--- config.mk ---
export PLATFORM = sky130hd
export DESIGN_NAME = apu_pulse_sequencer_flat
export DESIGN_NICKNAME = d
export VERILOG_FILES = /design/src/rtl/apu_pkg.sv /design/src/rtl/apu_pulse_sequencer_if.sv /design/src/rtl/apu_frame_divider.sv /design/src/rtl/apu_pulse_sequencer.sv /design/src/flat_wrapper.sv
export SDC_FILE = /design/constraint.sdc
export NUM_CORES = 1
export LEC_CHECK = 0
export ABC_AREA = 1
export CAP_MARGIN = 30
export CORE_ASPECT_RATIO = 1.4
export CORE_UTILIZATION = 55
export CTS_CLUSTER_DIAMETER = 100
export DETAILED_ROUTE_END_ITERATION = 12
export GPL_ROUTABILITY_DRIVEN = 0
export PLACE_DENSITY = 0.83
export SLEW_MARGIN = 30
export SYNTH_ARGS = -nofsm -noshare
export SYNTH_HDL_FRONTEND = slang
export SYNTH_HIERARCHICAL = 1
export SYNTH_SLANG_ARGS = --single-unit
--- constraint.sdc ---
create_clock -name clk -period 17.2 [get_ports clk]
set_clock_uncertainty 0.2 [all_clocks]
set_input_delay 2.58 -clock clk [delete_from_list [all_inputs] [get_ports clk]]
set_output_delay 2.58 -clock clk [all_outputs]
set_load 0.05 [all_outputs]
--- src/rtl/apu_pkg.sv ---
// rtl/apu_pkg.sv - shared widths, step record and FSM states for the APU pulse sequencer
package apu_pkg;
  localparam int PERIOD_W      = 11;
  localparam int DUTY_W        = 2;
  localparam int DUR_W         = 8;
  localparam int STEP_W        = DUR_W + DUTY_W + PERIOD_W;
  localparam int NES_FRAME_DIV = 7457;

  // Field order matches the prog_data layout so a write is a plain cast
  typedef struct packed {
    logic [DUR_W-1:0]    dur;
    logic [DUTY_W-1:0]   duty;
    logic [PERIOD_W-1:0] period;
  } step_t;

  typedef enum logic [1:0] {
    ST_IDLE,
    ST_SEND,
    ST_WAIT,
    ST_NEXT
  } seq_state_t;

  function automatic logic is_end_marker(input step_t s);
    return (s.dur == '0);
  endfunction
endpackage

--- src/rtl/apu_pulse_sequencer_if.sv ---
// rtl/apu_pulse_sequencer_if.sv - period/duty configuration handshakes toward the pulse channel
interface apu_pulse_sequencer_if;
  import apu_pkg::*;

  logic [PERIOD_W-1:0] period_r;
  logic                period_r_vld;
  logic                period_r_rdy;
  logic [DUTY_W-1:0]   duty_r;
  logic                duty_r_vld;
  logic                duty_r_rdy;

  modport master (
    output period_r, period_r_vld, duty_r, duty_r_vld,
    input  period_r_rdy, duty_r_rdy
  );

  modport slave (
    input  period_r, period_r_vld, duty_r, duty_r_vld,
    output period_r_rdy, duty_r_rdy
  );
endinterface

--- src/rtl/apu_frame_divider.sv ---
// rtl/apu_frame_divider.sv - free-running frame tick generator, one tick every FRAME_DIV cycles
module apu_frame_divider #(
  parameter int FRAME_DIV = apu_pkg::NES_FRAME_DIV
) (
  input  logic clk,
  input  logic reset,
  output logic frame_tick
);
  localparam int CW = $clog2(FRAME_DIV);

  logic [CW-1:0] r_cnt;
  logic          w_wrap;

  assign w_wrap     = (r_cnt == CW'(FRAME_DIV - 1));
  assign frame_tick = w_wrap;

  always_ff @(posedge clk or posedge reset) begin
    if (reset)       r_cnt <= '0;
    else if (w_wrap) r_cnt <= '0;
    else             r_cnt <= r_cnt + 1'b1;
  end
endmodule

--- src/rtl/apu_pulse_sequencer.sv ---
// rtl/apu_pulse_sequencer.sv - step-table player pushing period/duty pairs, holding each for N frame ticks
module apu_pulse_sequencer
  import apu_pkg::*;
#(
  parameter int DEPTH     = 16,
  parameter int FRAME_DIV = NES_FRAME_DIV
) (
  input  logic                     clk,
  input  logic                     reset,
  input  logic                     prog_wr_en,
  input  logic [$clog2(DEPTH)-1:0] prog_addr,
  input  logic [STEP_W-1:0]        prog_data,
  input  logic                     start,
  input  logic                     stop,
  input  logic                     loop_en,
  apu_pulse_sequencer_if.master    cfg,
  output logic                     busy,
  output logic [$clog2(DEPTH)-1:0] step_idx,
  output logic                     done
);
  localparam int AW = $clog2(DEPTH);

  step_t               r_table [DEPTH];
  seq_state_t          r_state, w_state_nxt;
  logic [PERIOD_W-1:0] r_period, w_period_nxt;
  logic [DUTY_W-1:0]   r_duty, w_duty_nxt;
  logic                r_pvld, w_pvld_nxt;
  logic                r_dvld, w_dvld_nxt;
  logic [DUR_W-1:0]    r_rem, w_rem_nxt;
  logic [AW-1:0]       r_idx, w_idx_nxt;
  logic                r_done, w_done_nxt;
  logic                r_stop_pend, w_stop_pend_nxt;

  logic                w_frame_tick;
  logic                w_load;
  step_t               w_ld_entry;
  logic [AW-1:0]       w_ld_idx;
  logic [AW-1:0]       w_nxt_idx;
  step_t               w_nxt_entry;
  logic                w_p_ok, w_d_ok, w_stop_any;

  apu_frame_divider #(.FRAME_DIV(FRAME_DIV)) u_frame_div (
    .clk        (clk),
    .reset      (reset),
    .frame_tick (w_frame_tick)
  );

  always_ff @(posedge clk or posedge reset) begin
    if (reset) begin
      for (int i = 0; i < DEPTH; i++) r_table[i] <= '0;
    end else if (prog_wr_en) begin
      r_table[prog_addr] <= step_t'(prog_data);
    end
  end

  assign w_nxt_idx   = r_idx + 1'b1;
  assign w_nxt_entry = r_table[w_nxt_idx];
  // A channel is finished once its vld is already low or handshakes this cycle
  assign w_p_ok      = !r_pvld || cfg.period_r_rdy;
  assign w_d_ok      = !r_dvld || cfg.duty_r_rdy;
  assign w_stop_any  = stop || r_stop_pend;

  always_comb begin
    w_state_nxt     = r_state;
    w_period_nxt    = r_period;
    w_duty_nxt      = r_duty;
    w_pvld_nxt      = r_pvld;
    w_dvld_nxt      = r_dvld;
    w_rem_nxt       = r_rem;
    w_idx_nxt       = r_idx;
    w_done_nxt      = 1'b0;
    w_stop_pend_nxt = r_stop_pend;
    w_load          = 1'b0;
    w_ld_entry      = r_table[0];
    w_ld_idx        = '0;

    case (r_state)
      ST_IDLE: begin
        if (start && !stop) begin
          if (is_end_marker(r_table[0])) w_done_nxt = 1'b1;
          else                           w_load     = 1'b1;
        end
      end
      ST_SEND: begin
        w_pvld_nxt      = r_pvld && !cfg.period_r_rdy;
        w_dvld_nxt      = r_dvld && !cfg.duty_r_rdy;
        w_stop_pend_nxt = w_stop_any;
        if (w_p_ok && w_d_ok) begin
          if (w_stop_any) begin
            w_state_nxt     = ST_IDLE;
            w_done_nxt      = 1'b1;
            w_stop_pend_nxt = 1'b0;
          end else begin
            w_state_nxt = ST_WAIT;
          end
        end
      end
      ST_WAIT: begin
        if (stop) begin
          w_state_nxt = ST_IDLE;
          w_done_nxt  = 1'b1;
        end else if (w_frame_tick) begin
          if (r_rem == DUR_W'(1)) w_state_nxt = ST_NEXT;
          else                    w_rem_nxt   = r_rem - 1'b1;
        end
      end
      ST_NEXT: begin
        if (stop) begin
          w_state_nxt = ST_IDLE;
          w_done_nxt  = 1'b1;
        end else if (r_idx == AW'(DEPTH - 1) || is_end_marker(w_nxt_entry)) begin
          if (loop_en && !is_end_marker(r_table[0])) begin
            w_load = 1'b1;
          end else begin
            w_state_nxt = ST_IDLE;
            w_done_nxt  = 1'b1;
          end
        end else begin
          w_load     = 1'b1;
          w_ld_entry = w_nxt_entry;
          w_ld_idx   = w_nxt_idx;
        end
      end
      default: w_state_nxt = ST_IDLE;
    endcase

    if (w_load) begin
      w_period_nxt    = w_ld_entry.period;
      w_duty_nxt      = w_ld_entry.duty;
      w_pvld_nxt      = 1'b1;
      w_dvld_nxt      = 1'b1;
      w_rem_nxt       = w_ld_entry.dur;
      w_idx_nxt       = w_ld_idx;
      w_stop_pend_nxt = 1'b0;
      w_state_nxt     = ST_SEND;
    end
  end

  always_ff @(posedge clk or posedge reset) begin
    if (reset) begin
      r_state     <= ST_IDLE;
      r_period    <= '0;
      r_duty      <= '0;
      r_pvld      <= 1'b0;
      r_dvld      <= 1'b0;
      r_rem       <= '0;
      r_idx       <= '0;
      r_done      <= 1'b0;
      r_stop_pend <= 1'b0;
    end else begin
      r_state     <= w_state_nxt;
      r_period    <= w_period_nxt;
      r_duty      <= w_duty_nxt;
      r_pvld      <= w_pvld_nxt;
      r_dvld      <= w_dvld_nxt;
      r_rem       <= w_rem_nxt;
      r_idx       <= w_idx_nxt;
      r_done      <= w_done_nxt;
      r_stop_pend <= w_stop_pend_nxt;
    end
  end

  assign cfg.period_r     = r_period;
  assign cfg.period_r_vld = r_pvld;
  assign cfg.duty_r       = r_duty;
  assign cfg.duty_r_vld   = r_dvld;
  assign busy             = (r_state != ST_IDLE);
  assign step_idx         = r_idx;
  assign done             = r_done;
endmodule

--- src/flat_wrapper.sv ---
// flat-port wrapper written by rule: the top's interface ports become plain ports
module apu_pulse_sequencer_flat import apu_pkg::*;
#(
  parameter int DEPTH     = 16,
  parameter int FRAME_DIV = NES_FRAME_DIV
)
  (clk, reset, prog_wr_en, prog_addr, prog_data, start, stop, loop_en, busy, step_idx, done, cfg_period_r, cfg_period_r_vld, cfg_duty_r, cfg_duty_r_vld, cfg_period_r_rdy, cfg_duty_r_rdy);
  apu_pulse_sequencer_if cfg_i ();
  input  logic clk;
  input  logic reset;
  input  logic prog_wr_en;
  input  logic [$clog2(DEPTH)-1:0] prog_addr;
  input  logic [STEP_W-1:0] prog_data;
  input  logic start;
  input  logic stop;
  input  logic loop_en;
  output logic busy;
  output logic [$clog2(DEPTH)-1:0] step_idx;
  output logic done;
  output wire logic [$bits(cfg_i.period_r)-1:0] cfg_period_r;
  output wire logic [$bits(cfg_i.period_r_vld)-1:0] cfg_period_r_vld;
  output wire logic [$bits(cfg_i.duty_r)-1:0] cfg_duty_r;
  output wire logic [$bits(cfg_i.duty_r_vld)-1:0] cfg_duty_r_vld;
  input wire logic [$bits(cfg_i.period_r_rdy)-1:0] cfg_period_r_rdy;
  input wire logic [$bits(cfg_i.duty_r_rdy)-1:0] cfg_duty_r_rdy;
  assign cfg_period_r = cfg_i.period_r;
  assign cfg_period_r_vld = cfg_i.period_r_vld;
  assign cfg_duty_r = cfg_i.duty_r;
  assign cfg_duty_r_vld = cfg_i.duty_r_vld;
  assign cfg_i.period_r_rdy = cfg_period_r_rdy;
  assign cfg_i.duty_r_rdy = cfg_duty_r_rdy;
  apu_pulse_sequencer #(.DEPTH(DEPTH), .FRAME_DIV(FRAME_DIV)) u_core (.clk(clk), .reset(reset), .prog_wr_en(prog_wr_en), .prog_addr(prog_addr), .prog_data(prog_data), .start(start), .stop(stop), .loop_en(loop_en), .cfg(cfg_i), .busy(busy), .step_idx(step_idx), .done(done));
endmodule
==> results of run 1 <==
-- path summary, 6_finish.rpt --
kind	from	endpoint	cells past startpoint
worst max-delay path	u_core/step_idx[0]	u_core/r_rem[0]	16
worst min-delay path	u_core/r_table[180]	u_core/r_table[180]	2
worst max register to register	u_core/step_idx[0]	u_core/r_rem[0]	16
worst min register to register	u_core/r_table[180]	u_core/r_table[180]	2
max in group asynchronous	reset	u_core/r_table[113]	4
min in group asynchronous	reset	u_core/r_table[41]	2
-- layer usage --
layer / vias to the layer above / global-route usage / wire [um]
li1: 7296 / - / -
met3: 196 / 0.0342 / 3860
met4: 0 / 0.184 / 2930
met5: - / 0 / 0
met2: 808 / 0.512 / 24000
met1: 7597 / 0.374 / 18500
-- cells by family (layout without fill, tap and decap cells) --
group / Yosys count / after routing / share of synthesized area
and+or+nand+nor: 946 / 946 / 0.210
AOI/OAI and AO/OA: 578 / 578 / 0.171
DFF: 380 / 380 / 0.526
buffers and inverters: 352 / 337 / 0.0772
xor gates and xnor gates: 16 / 16 / 0.00859
adders and majority gates: 10 / 10 / 0.00692
-- flip-flops by register name (all words and copies together) (netlist names) --
register                  flops
u_core/cfg.period_r          11
u_core/cfg.duty_r_vld         1
u_core/cfg.period_r_vld       1
u_core/r_state                2
u_core/r_table              336
u_core/cfg.duty_r             2
u_core/step_idx               4
u_core/r_stop_pend            1
u_core/u_frame_div/r_cnt     13
u_core/r_rem                  8
u_core/done                   1
-- placed cells by master (no fill, tap or decap), types with 2 or more instances in the layout --
master,netlist,layout
nor2_2,4,4
buf_6,1,3
dfrtp_1,380,379
nor3_1,7,5
clkdlybuf4s50_1,0,53
clkinv_2,0,5
a21oi_1,32,32
o221ai_1,26,26
o22ai_1,27,27
a31oi_1,13,13
xnor2_1,8,7
ha_1,10,9
nor2_1,203,201
inv_1,183,181
nor3_2,0,2
nand3_1,99,99
o21ai_1,9,9
nand2_2,4,4
clkinv_4,0,3
clkbuf_8,0,8
clkbuf_1,126,5
nand3_2,2,2
xor2_4,0,2
o21ai_0,450,450
buf_4,8,22
nand2_4,3,3
xor2_1,6,5
nand4_1,8,8
nand2_1,610,610
clkinvlp_4,0,3
o211ai_1,16,16
buf_16,0,2
clkbuf_16,0,39
nor2_4,3,5
bufinv_16,0,4
inv_2,7,6
-- area by class of cell --
cell class,instances,area [um^2]
fillers,2716,12300
well taps,440,551
multi-input cells,1550,7240
inverters,190,729
clock buffers,52,1100
flip-flops and latches,380,9510
repair buffers,80,785
clock inverters,15,198
-- critical path, delay by kind of cell, from the launching register on --
kind	cells	cell delay, ns
adder cells (fa/ha/maj)	1	0.78
AO/OA/AOI/OAI	2	0.40
buffers and inverters	4	1.75
flip-flops	1	0.69
AND/OR/NAND/NOR	9	1.06
-- metrics by stage --
stage	instance area, um^2	worst slack [ns]	power (uW)
after floorplan	18100	4.23	2030
after detailed placement	18800	11.17	2330
after global routing	20100	11.86	3400
after CTS	20100	11.73	3190
final	20100	12.17	3210
after global placement	18700	11.22	2290
-- where the power goes --
part	internal, uW	total [uW]	switching, uW
Combinational	357	1120	765
Sequential	1090	1220	132
Clock	512	859	347
==> reports/qor.yml, run 1 <==
status: "finished clean"
start_util: 0.558
seq_area_frac_synth: 0.526
drtPass1Iterations: 6
setup_violations: 0
grt.overflow.total: 0
path_cells: "ha_2 -> clkinv_2 -> buf_4 -> nor2_1 -> nand2_1 -> nand3_1 -> nand3_1 -> nand2_1 -> inv_1 -> nand2_1 -> nor2_2 -> nand2_2 -> nand3_2 -> inv_2 -> o21ai_0 -> o21ai_1"
holdBufCountCts: 0
tns_ns: 0
cts-htree-levels: 2
min_period_over_period: 0.293
yosysTopAreaCellShare: 0.526
synth-seq-cells: 380
avgViaCountPerCell: 5.87
grt_max_degree: 149
drcViolationCount: 0
nets: 2283
postCtsSetupBuffers: 0
ant_nets: 0
ir_worst_vdd_v: 0.000104
p_per_area_nw_per_um2: 159
rsz0062_at_grt: "no"
period_needed_ns: 5.03
whs_ns: 0.281
hold_violations: 0
synthTopCellsByArea: "dfrtp_1 (53%), nand2_1 (13%), o21ai_0 (12%), nor2_1 (4.2%), inv_1 (3.8%)"
critPathRequiredTime_ns: 17.45
track_usage: 0.303
grt_pass1_vias: 15679
crit_path_top_delay_cell: "ha_2"
cts_tree: "built"
yosysUniqueCellTypes: 37
slew-limit-headroom: 0.364
arrival_ns: 5.29
power.leakage_uw: 0.00946
endpoint_kind: "flop"
drv_slew: 0
numPortBuffers: 53
ys_warn_count: 6
io_pins: 54
drive_gt1_frac: 0.0560
tightest_slew_ns: 0.955
dp_hpwl_um: 27700
synthCells: 2282
wirelength_um: 49400
path_class: "reg2reg"
cts_root_buf: "clkbuf_16"
cts_resized: 0
cts_buffers: 38
avgSynthCellArea_um2: 7.92
startpoint_type: "flop"
yosys.area.top_type: "dfrtp_1"
vias: 15897
core_area_um2: 32400
clock.fmax_mhz: 199
syn_nets: 2325
cap_viol_max_count: 0
min_path_type: "reg2reg"
synth-edff-count: 0
final_cells: 2707
max_stage_delay_ns: 0.78
path_common_cell: "nand2_1"
syn_to_final_growth_pct: 11.3
die_w_um: 155
cp_max_fo: 52
final_core_util: 0.621
clockBufferDepth: 3
grt_first_pass_wirelength_um: 80000
rrSetupSlack_ns: 12.17
clkLatencyLatePin_ns: 0.53
dieArea_um2: 33600
synth_common_cells: "nand2_1 (610), o21ai_0 (450), dfrtp_1 (380)"
cts_sinks: 380
synthFlopType: "dfrtp_1"
syn-cell-area_um2: 18100
die_y_um: 216
wire_per_inst_um: 18.2
placed_cells: 2640
diodes: 0
clkSlewWorstSetupHoldPaths_ns: 0.06
dr.first_iter.drc_count: 1830
async_reset_ff_frac: 1.00
rows: 78
grt_antenna_before_repair: 0
yosysMostFrequentCell: "nand2_1"
No activity file was read; power rests on OpenSTA's default activity.
==> inputs of run 2 (changes only) <==
clock period = 4.7 ns   (was 17.2 ns; I/O delays follow)
==> reports/qor.yml, run 2 (synthesized netlist as in run 1, its figures left out) <==
setup_violations: 0  # unchanged
top_register: "u_core/r_table"  # unchanged
diodes: 0  # unchanged
power.leakage_uw: 0.00951  # was 0.00946 uW
grt.overflow.total: 0  # unchanged
cts_buffers: 39  # was 38
die_w_um: 155  # unchanged
drcViolationCount: 0  # unchanged
cts_root_buf: "clkbuf_16"  # unchanged
tightest_slew_ns: 0.969  # was 0.955 ns
dp_hpwl_um: 28800  # was 27,700 um
mostFrequentLayoutCell: "nand2_1"  # unchanged
grt_antenna_before_repair: 0  # unchanged
place_area_um2: 18900  # was 18,800 um^2
clock.fmax_mhz: 253
cts_sinks: 380  # unchanged
fill_cells: 2756  # was 2,716
ir_worst_vdd_v: 0.000477  # was 0.000104 V
post-place-ws_ns: 0.924  # was 11.17 ns
endpoint_kind: "output port"  # was flop
clockBufferDepth: 3  # unchanged
period_needed_ns: 3.96
final_area_um2: 20200  # was 20,100 um^2
cts_resized: 0  # unchanged
path_class: "reg2out"  # was reg2reg
dieArea_um2: 33600  # unchanged
grt_pass1_vias: 15541  # was 15.7k
placed_cells: 2648  # was 2,640
rsz0062_at_grt: "no"  # unchanged
vias: 15778  # was 15.9k
timing.final.ws_setup_ns: 0.744  # was 12.17 ns
critPathRequiredTime_ns: 3.80  # was 17.45 ns
min_path_type: "reg2reg"  # unchanged
arrival_ns: 3.05  # was 5.29 ns
grt_max_degree: 119  # was 149
final_core_util: 0.623  # was 0.621
clkSlewWorstSetupHoldPaths_ns: 0.06  # about the same
status: "finished clean"  # unchanged
wirelength_um: 49100  # was 49,400 um
hold_violations: 0  # unchanged
ant_nets: 0  # unchanged
largest_register_ffs: 336  # unchanged
slew-limit-headroom: 0.354  # was 0.364
cap_viol_max_count: 0  # unchanged
die_y_um: 216  # unchanged
p_per_area_nw_per_um2: 580  # was 159 nW/um^2
avgViaCountPerCell: 5.81  # was 5.87
dr.first_iter.drc_count: 1596  # was 1,830
whs_ns: 0.281  # about the same
postCtsSetupBuffers: 0  # unchanged
final_cells: 2716  # was 2,707
core_area_um2: 32400  # unchanged
final_cell_mix: "nand2_1 (610), o21ai_0 (450), dfrtp_1 (379)"  # unchanged
cts_tree: "built"  # unchanged
cp_max_fo: 84  # was 52
drive_gt1_frac: 0.0602  # was 0.0560
syn_to_final_growth_pct: 11.6  # was 11.3%
drtPass1Iterations: 6  # unchanged
clkLatencyLatePin_ns: 0.55  # was 0.53 ns
io_pins: 54  # unchanged
nets: 2292  # was 2,283
rows: 78  # unchanged
min_period_over_period: 0.842
start_util: 0.558  # unchanged
drv_slew: 0  # unchanged
cts-htree-levels: 2  # unchanged
holdBufCountCts: 0  # unchanged
grt_first_pass_wirelength_um: 79100  # was 80,000 um
numPortBuffers: 53  # unchanged
wire_per_inst_um: 18.1  # was 18.2 um
startpoint_type: "flop"  # unchanged
track_usage: 0.300  # was 0.303
run 2: cell count changes in the layout (fill, tap and decap cells not counted), moves of 2 or more:
cell / delta
buf_4: +7
clkinv_4: -3
buf_12: +4
clkinvlp_4: -2
buf_6: -3
clkinv_2: +5
bufinv_16: -2
run 2: power breakdown:
| part | leakage, uW | switching (uW) | internal (uW) |
|---|---|---|---|
| registers | 0.00476 | 489 | 4000 |
| logic | 0.00411 | 2790 | 1330 |
| clock network | 0.000646 | 1280 | 1810 |
run 2: layout make-up:
cell class / count / area [um^2] / share of cell area
flip-flops and latches: 380 / 9510 / 0.472
multi-input cells: 1550 / 7220 / 0.358
clock buffers: 53 / 1140 / 0.0565
repair buffers: 88 / 883 / 0.0438
inverters: 190 / 719 / 0.0357
well taps: 440 / 551 / 0.0273
clock inverters: 15 / 144 / 0.00713
run 2: path summary, 6_finish.rpt:
check	startpoint	endpoint	slack [ns]	cells after the start
setup / recovery	u_core/step_idx[0]	step_idx[0]	0.74	2
hold / removal	u_core/cfg.period_r[3]	u_core/cfg.period_r[3]	0.28	2
setup reg to reg	u_core/step_idx[0]	u_core/r_rem[2]	0.78	18
hold reg to reg	u_core/cfg.period_r[3]	u_core/cfg.period_r[3]	0.28	2
max in group asynchronous	reset	u_core/r_table[31]	2.83	3
min in group asynchronous	reset	u_core/u_frame_div/r_cnt[11]	0.40	2
run 2: critical path, cell delays in order (launching register included):
cell             delay, ns
dfrtp_4               0.75
buf_4                 0.75
clkdlybuf4s50_1       0.95
run 2: layer usage:
layer / wire (um) / track usage
met5: 0 / 0
met4: 2970 / 0.180
met3: 3720 / 0.0418
met2: 24100 / 0.509
met1: 18300 / 0.363
run 2: through the flow:
step           power [uW]  setup TNS, ns
5_1_grt             12400              0
3_3_place_gp         8420              0
4_1_cts             11700              0
3_5_place_dp         8550              0
2_1_floorplan        7450        -414.41
6_report            11700              0
==> inputs of run 3 (changes only) <==
clock period = 3.9 ns   (was 4.7 ns; I/O delays follow)
==> reports/qor.yml, run 3 (synthesized netlist as in run 1, its figures left out) <==
slew-limit-headroom: 0.368  # was 0.354
multi_input_area_um2: 7220  # unchanged
cts_sinks: 380  # unchanged
tns_ns: 0  # unchanged
grt_antenna_before_repair: 0  # unchanged
start_util: 0.558  # unchanged
avgViaCountPerCell: 5.84  # was 5.81
p_total_uw: 14400  # was 11,700 uW
cts_tree: "built"  # unchanged
grt_max_degree: 108  # was 119
clkSlewWorstSetupHoldPaths_ns: 0.06  # about the same
diodes: 0  # unchanged
rows: 78  # unchanged
fill_cells: 2707  # was 2,756
core_area_um2: 32400  # unchanged
drcViolationCount: 0  # unchanged
clock.fmax_mhz: 281
cap_viol_max_count: 0  # unchanged
hold_violations: 0  # unchanged
cts_root_buf: "clkbuf_16"  # unchanged
placed_cells: 2654  # was 2,648
cts-htree-levels: 2  # unchanged
clockBufferDepth: 3  # unchanged
nets: 2298  # was 2,292
period_needed_ns: 3.56
dieArea_um2: 33600  # unchanged
p_per_area_nw_per_um2: 710  # was 580 nW/um^2
drv_slew: 0  # unchanged
grt_first_pass_wirelength_um: 80800  # was 79,100 um
endpoint_kind: "flop"  # was output port
setup_violations: 0  # unchanged
wire_per_inst_um: 18.5  # was 18.1 um
largest_register_ffs: 336  # unchanged
final_cells: 2724  # was 2,716
rsz0062_at_grt: "no"  # unchanged
wirelength_um: 50300  # was 49,100 um
die_w_um: 155  # unchanged
drive_gt1_frac: 0.0639  # was 0.0602
cp_max_fo: 107  # was 84
tightest_slew_ns: 0.948  # was 0.969 ns
grt_pass1_vias: 15773  # was 15.5k
clkLatencyLatePin_ns: 0.54  # was 0.55 ns
mostFrequentLayoutCell: "nand2_1"  # unchanged
grt.overflow.total: 0  # unchanged
ff_latch_area_um2: 9510  # unchanged
syn_to_final_growth_pct: 12.6  # was 11.6%
dp_hpwl_um: 29600  # was 28,800 um
vias: 15904  # was 15.8k
die_y_um: 216  # unchanged
status: "finished clean"  # unchanged
dr.first_iter.drc_count: 1636  # was 1,596
postCtsSetupBuffers: 0  # unchanged
numPortBuffers: 53  # unchanged
startpoint_type: "flop"  # unchanged
drtPass1Iterations: 6  # unchanged
path_class: "reg2reg"  # was reg2out
min_path_type: "in2async"  # was reg2reg
power.leakage_uw: 0.00960  # was 0.00951 uW
ir_worst_vdd_v: 0.000473  # was 0.000477 V
track_usage: 0.306  # was 0.300
io_pins: 54  # unchanged
rrSetupSlack_ns: 0.34  # was 0.78 ns
min_period_over_period: 0.913
cts_buffers: 39  # unchanged
top_register: "u_core/r_table"  # unchanged
ant_nets: 0  # unchanged
arrival_ns: 3.81  # was 3.05 ns
final_cell_mix: "nand2_1 (610), o21ai_0 (450), dfrtp_1 (379)"  # unchanged
critPathRequiredTime_ns: 4.15  # was 3.80 ns
-- run 3: cell types whose count changed in the layout (fill, tap and decap cells not counted), sizes merged --
cell	delta
clkinv	-2
inv	-1
bufinv	+3
clkbuf	+1
buf	+6
clkinvlp	+1
-- run 3: per-stage QoR --
| stage | utilization | setup WS (ns) | hold slack (ns) | area [um^2] |
|---|---|---|---|---|
| 5_1_grt | 0.628 | 0.0986 | 0.267 | 20300 |
| 3_5_place_dp | 0.585 | 0.382 | 0.268 | 19000 |
| 3_3_place_gp | 0.584 | 0.422 | 0.260 | 18900 |
| 6_report | 0.628 | 0.338 | 0.248 | 20300 |
| 4_1_cts | 0.628 | 0.323 | 0.248 | 20300 |
| 2_1_floorplan | - | -1.81 | 0.248 | 18100 |
-- run 3: worst paths after layout --
| check | depth (start not counted) | end | startpoint |
|---|---|---|---|
| min in group clk | 2 | u_core/r_table[51] | u_core/r_table[51] |
| max in group asynchronous | 4 | u_core/r_table[246] | reset |
| hold / removal | 2 | u_core/r_table[41] | reset |
| setup / recovery | 18 | u_core/step_idx[3] | u_core/step_idx[0] |
| setup reg to reg | 18 | u_core/step_idx[3] | u_core/step_idx[0] |
| hold reg to reg | 2 | u_core/r_table[51] | u_core/r_table[51] |
-- run 3: layer usage --
layer  track usage  vias to the layer above  wire length, um
li1              -                     7321                -
met1         0.376                     7558            18700
met2         0.517                      829            24700
met3        0.0386                      196             3960
met4         0.184                        0             2890
met5             0                        -                0
-- run 3: what timing repair did --
action	in CTS	in global routing
gates resized for setup	0	1
hold buffers	0	0
endpoints found under the setup margin	0	1
-- run 3: layout make-up --
type,instances,area share
clock buffers,54,0.0572
clock inverters,16,0.0109
inverters,190,0.0354
multi-input cells,1550,0.355
flip-flops and latches,380,0.468
well taps,440,0.0271
repair buffers,94,0.0469
-- run 3: power by group --
group          switching, uW  internal, uW
Combinational           3480          1620
Sequential               536          4820
Clock                   1560          2420
Total                   5570          8870
-- run 3: worst max-delay path, cell delays in order, from the launching register on --
cell and delay (ns):
dfrtp_4 0.43, buf_12 0.39, nand3_2 0.20, xor2_2 0.20, buf_4 0.35, nand3_1 0.14
nand2_1 0.14, inv_1 0.07, nand2_1 0.07, nor2_1 0.05, nand2_2 0.09, nand2_1 0.14
nand2_2 0.12, nand2_4 0.07, nand2_4 0.10, nand2_4 0.24, nor2_2 0.27, nand2_1 0.07
o21ai_1 0.11
